### src/rtl/half_adder_pkg.sv
// Shared constants, per-lane sum/carry helpers and the lane result type for half_adder.
package half_adder_pkg;

    localparam int unsigned HA_MAX_WIDTH = 64;

    // One lane's {sum,carry} result.
    typedef struct packed {
        logic sum;
        logic carry;
    } ha_pair_t;

    function automatic logic ha_sum(input logic a, input logic b);
        return a ^ b;
    endfunction

    function automatic logic ha_carry(input logic a, input logic b);
        return a & b;
    endfunction

endpackage

### src/rtl/half_adder_if.sv
// Handshake bundle for half_adder: operand side (in_valid/in_ready/a/b) and
// result side (out_valid/out_ready/s/c).
//   master : the environment (drives operands, accepts results)
//   slave  : the half_adder stage
interface half_adder_if #(
    parameter int unsigned WIDTH = 1
) ();

    logic             in_valid;
    logic             in_ready;
    logic [WIDTH-1:0] a;
    logic [WIDTH-1:0] b;
    logic             out_valid;
    logic             out_ready;
    logic [WIDTH-1:0] s;
    logic [WIDTH-1:0] c;

    modport master (
        output in_valid, a, b, out_ready,
        input  in_ready, out_valid, s, c
    );

    modport slave (
        input  in_valid, a, b, out_ready,
        output in_ready, out_valid, s, c
    );

endinterface

### src/rtl/half_adder_cell.sv
// One combinational half-adder lane.
//   a, b : operand bits
//   s    : a ^ b
//   c    : a & b
module half_adder_cell
    import half_adder_pkg::*;
(
    input  logic a,
    input  logic b,
    output logic s,
    output logic c
);

    ha_pair_t pair;

    assign pair = '{sum: ha_sum(a, b), carry: ha_carry(a, b)};
    assign s    = pair.sum;
    assign c    = pair.carry;

endmodule

### src/rtl/half_adder.sv
// WIDTH independent half-adder lanes behind a single registered valid/ready stage.
//   clk   : rising-edge clock
//   rst_n : synchronous active-low reset
//   bus   : slave side of half_adder_if (in_valid/in_ready/a/b, out_valid/out_ready/s/c)
// One result per cycle at full throughput; latency one cycle.
module half_adder
    import half_adder_pkg::*;
#(
    parameter int unsigned WIDTH = 1
) (
    input  logic          clk,
    input  logic          rst_n,
    half_adder_if.slave   bus
);

    // Elaboration-time range check on the lane count.
    if (WIDTH < 1 || WIDTH > HA_MAX_WIDTH) begin : g_width_check
        $error("half_adder: WIDTH must be in 1..%0d", HA_MAX_WIDTH);
    end

    logic [WIDTH-1:0] sum_c;
    logic [WIDTH-1:0] carry_c;
    logic [WIDTH-1:0] s_q;
    logic [WIDTH-1:0] c_q;
    logic             out_valid_q;
    logic             accept_c;

    // Independent lanes: no carry crosses lane boundaries.
    for (genvar i = 0; i < WIDTH; i++) begin : g_lane
        half_adder_cell u_cell (
            .a (bus.a[i]),
            .b (bus.b[i]),
            .s (sum_c[i]),
            .c (carry_c[i])
        );
    end

    // Ready depends only on the output register and the consumer, never on in_valid.
    assign bus.in_ready = !out_valid_q || bus.out_ready;
    assign accept_c     = bus.in_valid && bus.in_ready;

    // Output stage: load on accept, clear valid on drain, otherwise hold.
    always_ff @(posedge clk) begin
        if (!rst_n) begin
            out_valid_q <= 1'b0;
            s_q         <= '0;
            c_q         <= '0;
        end else if (accept_c) begin
            out_valid_q <= 1'b1;
            s_q         <= sum_c;
            c_q         <= carry_c;
        end else if (out_valid_q && bus.out_ready) begin
            out_valid_q <= 1'b0;
        end
    end

    assign bus.out_valid = out_valid_q;
    assign bus.s         = s_q;
    assign bus.c         = c_q;

endmodule

### src/flat_wrapper.sv
// flat-port wrapper written by rule: the top's interface ports become plain ports
module half_adder_flat import half_adder_pkg::*;
#(
    parameter int unsigned WIDTH = 1
)
  (clk, rst_n, bus_in_valid, bus_a, bus_b, bus_out_ready, bus_in_ready, bus_out_valid, bus_s, bus_c);
  half_adder_if #(.WIDTH(WIDTH)) bus_i ();
  input  logic clk;
  input  logic rst_n;
  input wire logic [$bits(bus_i.in_valid)-1:0] bus_in_valid;
  input wire logic [$bits(bus_i.a)-1:0] bus_a;
  input wire logic [$bits(bus_i.b)-1:0] bus_b;
  input wire logic [$bits(bus_i.out_ready)-1:0] bus_out_ready;
  output wire logic [$bits(bus_i.in_ready)-1:0] bus_in_ready;
  output wire logic [$bits(bus_i.out_valid)-1:0] bus_out_valid;
  output wire logic [$bits(bus_i.s)-1:0] bus_s;
  output wire logic [$bits(bus_i.c)-1:0] bus_c;
  assign bus_i.in_valid = bus_in_valid;
  assign bus_i.a = bus_a;
  assign bus_i.b = bus_b;
  assign bus_i.out_ready = bus_out_ready;
  assign bus_in_ready = bus_i.in_ready;
  assign bus_out_valid = bus_i.out_valid;
  assign bus_s = bus_i.s;
  assign bus_c = bus_i.c;
  half_adder #(.WIDTH(WIDTH)) u_core (.clk(clk), .rst_n(rst_n), .bus(bus_i));
endmodule
### config.mk
export PLATFORM = sky130hd
export DESIGN_NAME = half_adder_flat
export DESIGN_NICKNAME = d
export VERILOG_FILES = /design/src/rtl/half_adder_pkg.sv /design/src/rtl/half_adder_if.sv /design/src/rtl/half_adder_cell.sv /design/src/rtl/half_adder.sv /design/src/flat_wrapper.sv
export SDC_FILE = /design/constraint.sdc
export NUM_CORES = 1
export LEC_CHECK = 0
export ABC_AREA = 1
export BUFFER_PORTS_ARGS = -buffer_cell sky130_fd_sc_hd__buf_4
export CAP_MARGIN = 20
export CORE_AREA = 2 2 39 41
export CTS_CLUSTER_SIZE = 25
export DETAILED_ROUTE_END_ITERATION = 12
export DIE_AREA = 0 0 41 43
export GPL_ROUTABILITY_DRIVEN = 0
export MAX_ROUTING_LAYER = met4
export SLEW_MARGIN = 20
export SYNTH_ARGS = -nofsm -noshare
export SYNTH_HDL_FRONTEND = slang
export SYNTH_SLANG_ARGS = --single-unit
export TNS_END_PERCENT = 10
### constraint.sdc
create_clock -name clk -period 1.1 [get_ports clk]
set_input_delay 0.33 -clock clk [delete_from_list [all_inputs] [get_ports clk]]
set_output_delay 0.33 -clock clk [all_outputs]
set_load 0.02 [all_outputs]
**Yosys cells after proc, flatten, opt, wreduce, memory -nomap -nowiden**

Index checks and enable logic that the tools add are counted.

- Register bits: 3
- Input port bits: 6
- Output and inout port bits: 4
- Logic and storage cells: 12

- Multiplexer cells: 2
- Bitwise logic cells: 2
- Reductions and logical operators: 5

Operators with widths:

| cell | number |
|---|---|
| $logic_and A1 B1 Y1 | 2 |
| $mux W1 | 2 |
| $reduce_bool A2 Y1 | 1 |
| $and A1 B1 Y1 | 1 |
| $logic_not A1 Y1 | 1 |
| $logic_or A1 B1 Y1 | 1 |
| $xor A1 B1 Y1 | 1 |

**Longest topological paths before layout**

Gate-level depths: netlist (run 1).

- Word-level depth: 4
- Mapped depth: 5
- Depth with buffers taken out: 5

**Cells and area by module**

A second synthesis (run 1) with hierarchy kept.

- Cells, all modules: 18
- Area, all modules: 136.4 um^2

By module, submodules not included:

| module | instances | cells an instance | area each (um^2) | sequential area each (um^2) |
|---|---|---|---|---|
| half_adder | 1 | 17 | 123.9 | 60.1 |
| half_adder_cell | 1 | 1 | 12.5 | 0.0 |

**Least setup slack after synthesis (run 1)**

Ideal clock, no wire load.

- Kind: flip-flop to output port
- Start point: register u_core.out_valid_q, in the netlist u_core.bus.out_valid
- End point: output bus_in_ready
- Data arrival time: 0.602 ns
- Data required time: 0.770 ns
- Slack: 0.168 ns
- Cell stages (with the launch flop): 2
- Path buffers: 0
- Cells stage by stage: dfxtp_1 -> nand2_2

- Longest elaborated chain between the ends: 2

Ends and longest elaborated chain:

| item | RTL line | RTL |
|---|---|---|
| start, declared | half_adder.sv:25 | `logic out_valid_q;` |
| start signal, assigned | half_adder.sv:45 | `out_valid_q <= 1'b0;` |
| start signal, assigned | half_adder.sv:49 | `out_valid_q <= 1'b1;` |
| start signal, assigned | half_adder.sv:53 | `out_valid_q <= 1'b0;` |
| $logic_not A1 Y1 | half_adder.sv:39 | `assign bus.in_ready = !out_valid_q \|\| bus.out_ready;` |
| $logic_or A1 B1 Y1 | half_adder.sv:39 |  |
| end, declared | flat_wrapper.sv:14 | `output wire logic [$bits(bus_i.in_ready)-1:0] bus_in_ready;` |

No other way between the ends.

**Worst setup path after layout (run 1)**

Ends and elaborated chain as after synthesis.

==> results_dict.tcl, run 1 <==
set metrics [dict create \
    synth.top_cells.by_area "sky130_fd_sc_hd__dfxtp_1 (44%), sky130_fd_sc_hd__ha_1 (9.2%), sky130_fd_sc_hd__inv_1 (8.3%), sky130_fd_sc_hd__a21oi_1 (7.3%), sky130_fd_sc_hd__nand3_1 (7.3%)" \
    antenna_left 0 \
    dieArea_mm2 0.001763 \
    ys_seq_elements 3 \
    grt_first_pass_wirelength_um 489 \
    static-leakage-power_nw 0.1371 \
    die_width_um 41 \
    fin_skew_ns 0.0001146 \
    yosysSeqAreaShare_pct 44.04 \
    cts_tree "yes" \
    setup_total_negative_slack_ns 0 \
    final_routed_wirelength_um 314 \
    power.switching_mw 0.09129 \
    fraction_of_power_spent_switching_nets_pct 23.90 \
    comb_power_share_pct 18.3 \
    finalHoldViolations 0 \
    holdPathEnd "u_core.bus.s" \
    postLayoutCoreUtil_pct 18.99 \
    max_slew.worst_pin.slew_ns 0.1296 \
    boundaryPins 10 \
    rows 14 \
    dr.pass1.iters 1 \
    post_cts.repair.setup_buffers 0 \
    crit_path_start_kind "flip-flop" \
    worst-endpoint-arrival_ns 0.73 \
    reg2reg_setup_slack_ns 0.30 \
    number_of_levels_in_the_clock_h_tree 1 \
    hold_ws_ns 0.3357 \
    grt_antenna_before_repair 0 \
    yosys_top_cell_by_area "sky130_fd_sc_hd__dfxtp_1" \
    rr_endpoint "u_core.bus.s" \
    globalRouteOverflowTotal 0 \
    final.min_clock_period_ns 1.063 \
    maxClockFrequency_ghz 0.9408 \
    setup_viol_count_final 0 \
    slew_violations 0 \
    final_min_period_over_clock_period_pct 96.63 \
    drive_above_1_share_pct 50.00 \
    setup_repair_after_global_routing_missed_its_margin "false" \
    first_global_vias 158 \
    ys_types 10 \
    cts.root.buffer_cell "sky130_fd_sc_hd__clkbuf_4" \
    timing.setup.critical_path_class "flip-flop to output pin" \
    tritoncts.num_buffers 3 \
    hold_path_startpoint "rst_n" \
    ir_drop_mv 0.2120 \
    holdCritPathClass "primary input to flip-flop" \
    placeableCoreArea_mm2 0.001384 \
    synth.net_count 25 \
    initialDrtViolationCount 0 \
    post-synth-top-area-fraction_pct 44.04 \
    multiInputGateArea_um2 61.31 \
    input_output_buffers 9 \
    post_synth.cell_area_avg_um2 7.577 \
    route.detailed.drc 0 \
    dpl_worst_slack_ns 0.06793 \
    cp-end-kind "output pin" \
    num_antenna_cells 0 \
    worst_path_max_fanout 2 \
    synthesis.yosys.warnings 0 \
    finish.cell_count_without_fillers 48 \
    seqPwrFrac_pct 32.1 \
    path_clk_slew_ns 0.04 \
    area.growth.synth_to_final_pct 92.66 \
    route.vias.total 153 \
    cellPowerDensity_mw_per_mm2 1454 \
    final.setup.worst_slack_ns 0.03709 \
    outcome "finished clean" \
    clock_tree.buffer_depth 2 \
    wire_per_inst_um 6.542 \
    final_nets 40 \
    p_int_mw 0.2907 \
    chipHeight_um 43 \
    cell_count_after_synthesis 18 \
    timing.max_cap.violations 0 \
    cp_data_required_time_ns 0.77 \
    worst_r2r_startpoint "u_core.bus.out_valid" \
    synth.cell_area_um2 136.4 \
    grt_max_degree 6 \
    skew_pair_late_insertion_delay_ns 0.23 \
    grtUsageTotal_pct 5.441 \
    seqCellArea_um2 61.31 \
    floorplan.initialDensity_pct 9.855 \
    share_clk_of_total_power_pct 49.6 \
    total_clock_sinks 3 \
    min_path_cells 3 \
    fillers 163 \
    via_density_per_instance 3.188 \
    dp_cells 44 \
    relSlewSlack_pct 91.29 \
    rr_worst_depth 4 \
]
==> area by class of cell <==
cell class                 count  share of cell area (%)
tap                           16                   7.619
clock buffer                   4                   10.00
sequential                     3                   23.33
multi-input combinational     11                   23.33
inverter                       4                   5.714
timing repair buffer          10                   30.00
==> registers in the layout (all words and copies together) (netlist names) <==
| name | cells |
|---|---|
| u_core.bus.s | 1 |
| u_core.bus.out_valid | 1 |
| u_core.bus.c | 1 |
==> power by group through the flow <==
stage	clock network, mW	registers, mW	logic, mW
floorplan	0	0.134	0.0224
global placement	0	0.124	0.0687
detailed placement	0	0.124	0.0694
CTS	0.201	0.123	0.0696
global route	0.215	0.123	0.0787
finish	0.189	0.123	0.0699
==> per-stage QoR <==
stage	instance area (µm²)	total power, mW
after floorplan	136.4	0.1561
final	262.8	0.3820
after global routing	262.8	0.4166
after detailed placement	231.5	0.1933
after CTS	259.0	0.3933
after global placement	231.5	0.1924
==> critical path: stages (launching register included) <==
cell	delay, ns
sky130_fd_sc_hd__dfxtp_2	0.32
sky130_fd_sc_hd__nand2_2	0.06
sky130_fd_sc_hd__buf_6	0.12
==> layout by cell type (no fill, tap or decap), drive strengths merged <==
cell type  instances
buf               10
inv                4
clkbuf             4
nand2              3
dfxtp              3
a21oi              2
nand3              2
nor2               2
a21boi             1
ha                 1
==> synthesized netlist by cell type (all sizes together) <==
| cell type | n |
|---|---|
| a21boi | 1 |
| a21oi | 2 |
| ha | 1 |
| nor2 | 2 |
| nand2 | 3 |
| inv | 4 |
| nand3 | 2 |
| dfxtp | 3 |
==> timing repair <==
| item | CTS | global route |
|---|---|---|
| pin swaps | 0 | 0 |
| hold buffers | 0 | 0 |
| gates resized for setup | 1 | 1 |
| setup endpoints to repair | 1 | 1 |
==> routing by layer <==
layer  vias up  global-route usage, %  part of all wire, %
met5         -                      -                    0
met4         0                  8.000                    0
met3         0                  6.283                   19
met2         8                  6.875                   47
met1        61                  2.236                   34
li1         84                      -                    -
==> kinds of logic (layout without fill, tap and decap cells) <==
| logic type | Yosys count | after routing | share of synthesized area, % |
|---|---|---|---|
| buffers and inverters | 4 | 18 | 11.01 |
| adders and majority gates | 1 | 1 | 9.173 |
| DFF | 3 | 3 | 44.04 |
| and+or+nand+nor | 7 | 7 | 22.94 |
| AOI/OAI and AO/OA | 3 | 3 | 12.85 |
==> worst max-delay path by stage <==
| stage | depth (start not counted) | end | slack, ns | start |
|---|---|---|---|---|
| finish | 2 | bus_in_ready | 0.04 | u_core.bus.out_valid |
| global route | 2 | bus_in_ready | 0.002 | u_core.bus.out_valid |
| CTS | 2 | bus_in_ready | 0.006 | u_core.bus.out_valid |
| detailed placement | 6 | u_core.bus.s | 0.07 | bus_b |
| global placement | 6 | u_core.bus.s | 0.07 | bus_b |
| floorplan | 1 | bus_in_ready | 0.17 | u_core.bus.out_valid |
Note: power is estimated with default switching activity, not from simulation.
==> inputs of run 2 (changes only) <==
--- a/config.mk
+++ b/config.mk
@@ -7,7 +7,7 @@
 export LEC_CHECK = 0
 export ABC_AREA = 1
 export BUFFER_PORTS_ARGS = -buffer_cell sky130_fd_sc_hd__buf_4
-export CAP_MARGIN = 20
+export CAP_MARGIN = 10
 export CORE_AREA = 2 2 39 41
 export CTS_CLUSTER_SIZE = 25
 export DETAILED_ROUTE_END_ITERATION = 12
==> constraint.sdc (replaced) <==
create_clock -name clk -period 0.95 [get_ports clk]
set_input_delay 0.285 -clock clk [delete_from_list [all_inputs] [get_ports clk]]
set_output_delay 0.285 -clock clk [all_outputs]
set_load 0.02 [all_outputs]
==> run 2 against run 1 <==
Net effect: the run now ends with setup timing left; core utilization grew 1.5 points; via count up 4.6%; cell area is 8.1% higher; sequential share of layout area is 0.87 points lower; critical endpoint unchanged; largest cell class unchanged; critical path depth stayed put.
==> results_dict.tcl, run 2 (synthesis gave the netlist of run 1 again) <==
set metrics [dict create \
    mostFrequentLayoutCells "sky130_fd_sc_hd__buf_4 (8), sky130_fd_sc_hd__inv_1 (3), sky130_fd_sc_hd__clkbuf_4 (3), sky130_fd_sc_hd__buf_6 (3), sky130_fd_sc_hd__dfxtp_2 (3)" \
    maxClockFrequency_ghz 0.9895 \
    fin_skew_ns 0.005200 \
    via_density_per_instance 3.265 \
    worst-endpoint-arrival_ns 0.73 \
    grtUsageTotal_pct 5.231 \
    area.growth.synth_to_final_pct 108.3 \
    outcome "complete, but fails checks" \
    wire_per_inst_um 6.265 \
    input_output_buffers 9 \
    layout.cells.most_common "sky130_fd_sc_hd__buf_4" \
    rows 14 \
    cellPowerDensity_mw_per_mm2 1604 \
    boundaryPins 10 \
    ir_drop_mv 0.3029 \
    static-leakage-power_nw 0.1444 \
    fillers 158 \
    grt_max_degree 6 \
    tritoncts.num_buffers 3 \
    antenna_left 0 \
    cp_data_required_time_ns 0.66 \
    finalHoldViolations 0 \
    route.vias.total 160 \
    timing.max_cap.violations 0 \
    total_clock_sinks 3 \
    first_global_vias 154 \
    finish.cell_count_without_fillers 49 \
    dieArea_mm2 0.001763 \
    final_routed_wirelength_um 307 \
    relSlewSlack_pct 91.21 \
    hold_ws_ns 0.2948 \
    floorplan.initialDensity_pct 9.855 \
    initialDrtViolationCount 0 \
    crit_path_start_kind "flip-flop" \
    cts_tree "yes" \
    num_antenna_cells 0 \
    final.min_clock_period_ns 1.011 \
    cts.root.buffer_cell "sky130_fd_sc_hd__clkbuf_4" \
    placeableCoreArea_mm2 0.001384 \
    number_of_levels_in_the_clock_h_tree 1 \
    path_clk_slew_ns 0.04 \
    max_slew.worst_pin.slew_ns 0.1306 \
    setup_viol_count_final 4 \
    dr.pass1.iters 1 \
    grt_first_pass_wirelength_um 489 \
    final_nets 41 \
    holdCritPathClass "primary input to flip-flop" \
    clock_tree.buffer_depth 2 \
    final_min_period_over_clock_period_pct 106.4 \
    final.setup.worst_slack_ns -0.06060 \
    grt_antenna_before_repair 0 \
    failed_checks "setup timing" \
    drive_above_1_share_pct 60.61 \
    skew_pair_late_insertion_delay_ns 0.23 \
    timing.setup.critical_path_class "flip-flop to output pin" \
    dp_cells 44 \
    chipHeight_um 43 \
    die_width_um 41 \
    dpl_worst_slack_ns -0.04101 \
    slew_violations 0 \
    cts_hold_buf 0 \
    setup_repair_after_global_routing_missed_its_margin "true" \
    worst_path_max_fanout 2 \
    globalRouteOverflowTotal 0 \
    route.detailed.drc 0 \
    cp-end-kind "output pin" \
]
## run 2: what timing repair did
action / 4_1_cts / 5_1_grt
setup endpoints to repair: 4 / 6
gates resized for setup: 6 / 1
pin swaps: 1 / 0
endpoints found under the hold margin: 0 / 0
buffers inserted: 1 / 0
## run 2: stage by stage
stage	power (mW)	TNS (ns)	cell area (µm²)	utilization, %
floorplan	0.1807	0	136.4	-
global placement	0.2228	-0.03884	231.5	16.73
detailed placement	0.2234	-0.04101	231.5	16.73
CTS	0.4714	-0.1499	280.3	20.25
global route	0.5010	-0.2906	284.0	20.52
finish	0.4556	-0.09303	284.0	20.52
## run 2: final timing paths
check | slack (ns) | from | endpoint | depth (start not counted)
worst max-delay path | -0.06 | u_core.bus.out_valid | bus_in_ready | 2
worst min-delay path | 0.29 | rst_n | u_core.bus.c | 3
worst max register to register | 0.03 | u_core.bus.out_valid | u_core.bus.s | 5
worst min register to register | 0.48 | u_core.bus.c | u_core.bus.c | 2
## run 2: power by group
part           internal (mW)  switching [mW]
sequential             0.138         0.00642
clock                  0.157          0.0637
combinational         0.0498          0.0401
## run 2: worst max-delay path, cell delays in order, from the launching register on
cell and delay [ns]:
sky130_fd_sc_hd__dfxtp_2 0.32, sky130_fd_sc_hd__nand2_2 0.05, sky130_fd_sc_hd__buf_6 0.12
## run 2: layer usage
metal	GRT usage, %	vias up	share of wire (%)
met2	6.563	8	44
met1	2.866	64	39
met5	-	-	0
met4	8.000	0	0
met3	4.712	0	17
li1	-	88	-
## run 2: cell type report
class                      count  area [µm²]  area share, %
tap                           16       20.02          7.048
clock buffer                   4       26.28          9.251
multi-input combinational     11       65.06          22.91
inverter                       4       15.01          5.286
sequential                     3       63.81          22.47
timing repair buffer          11       93.84          33.04
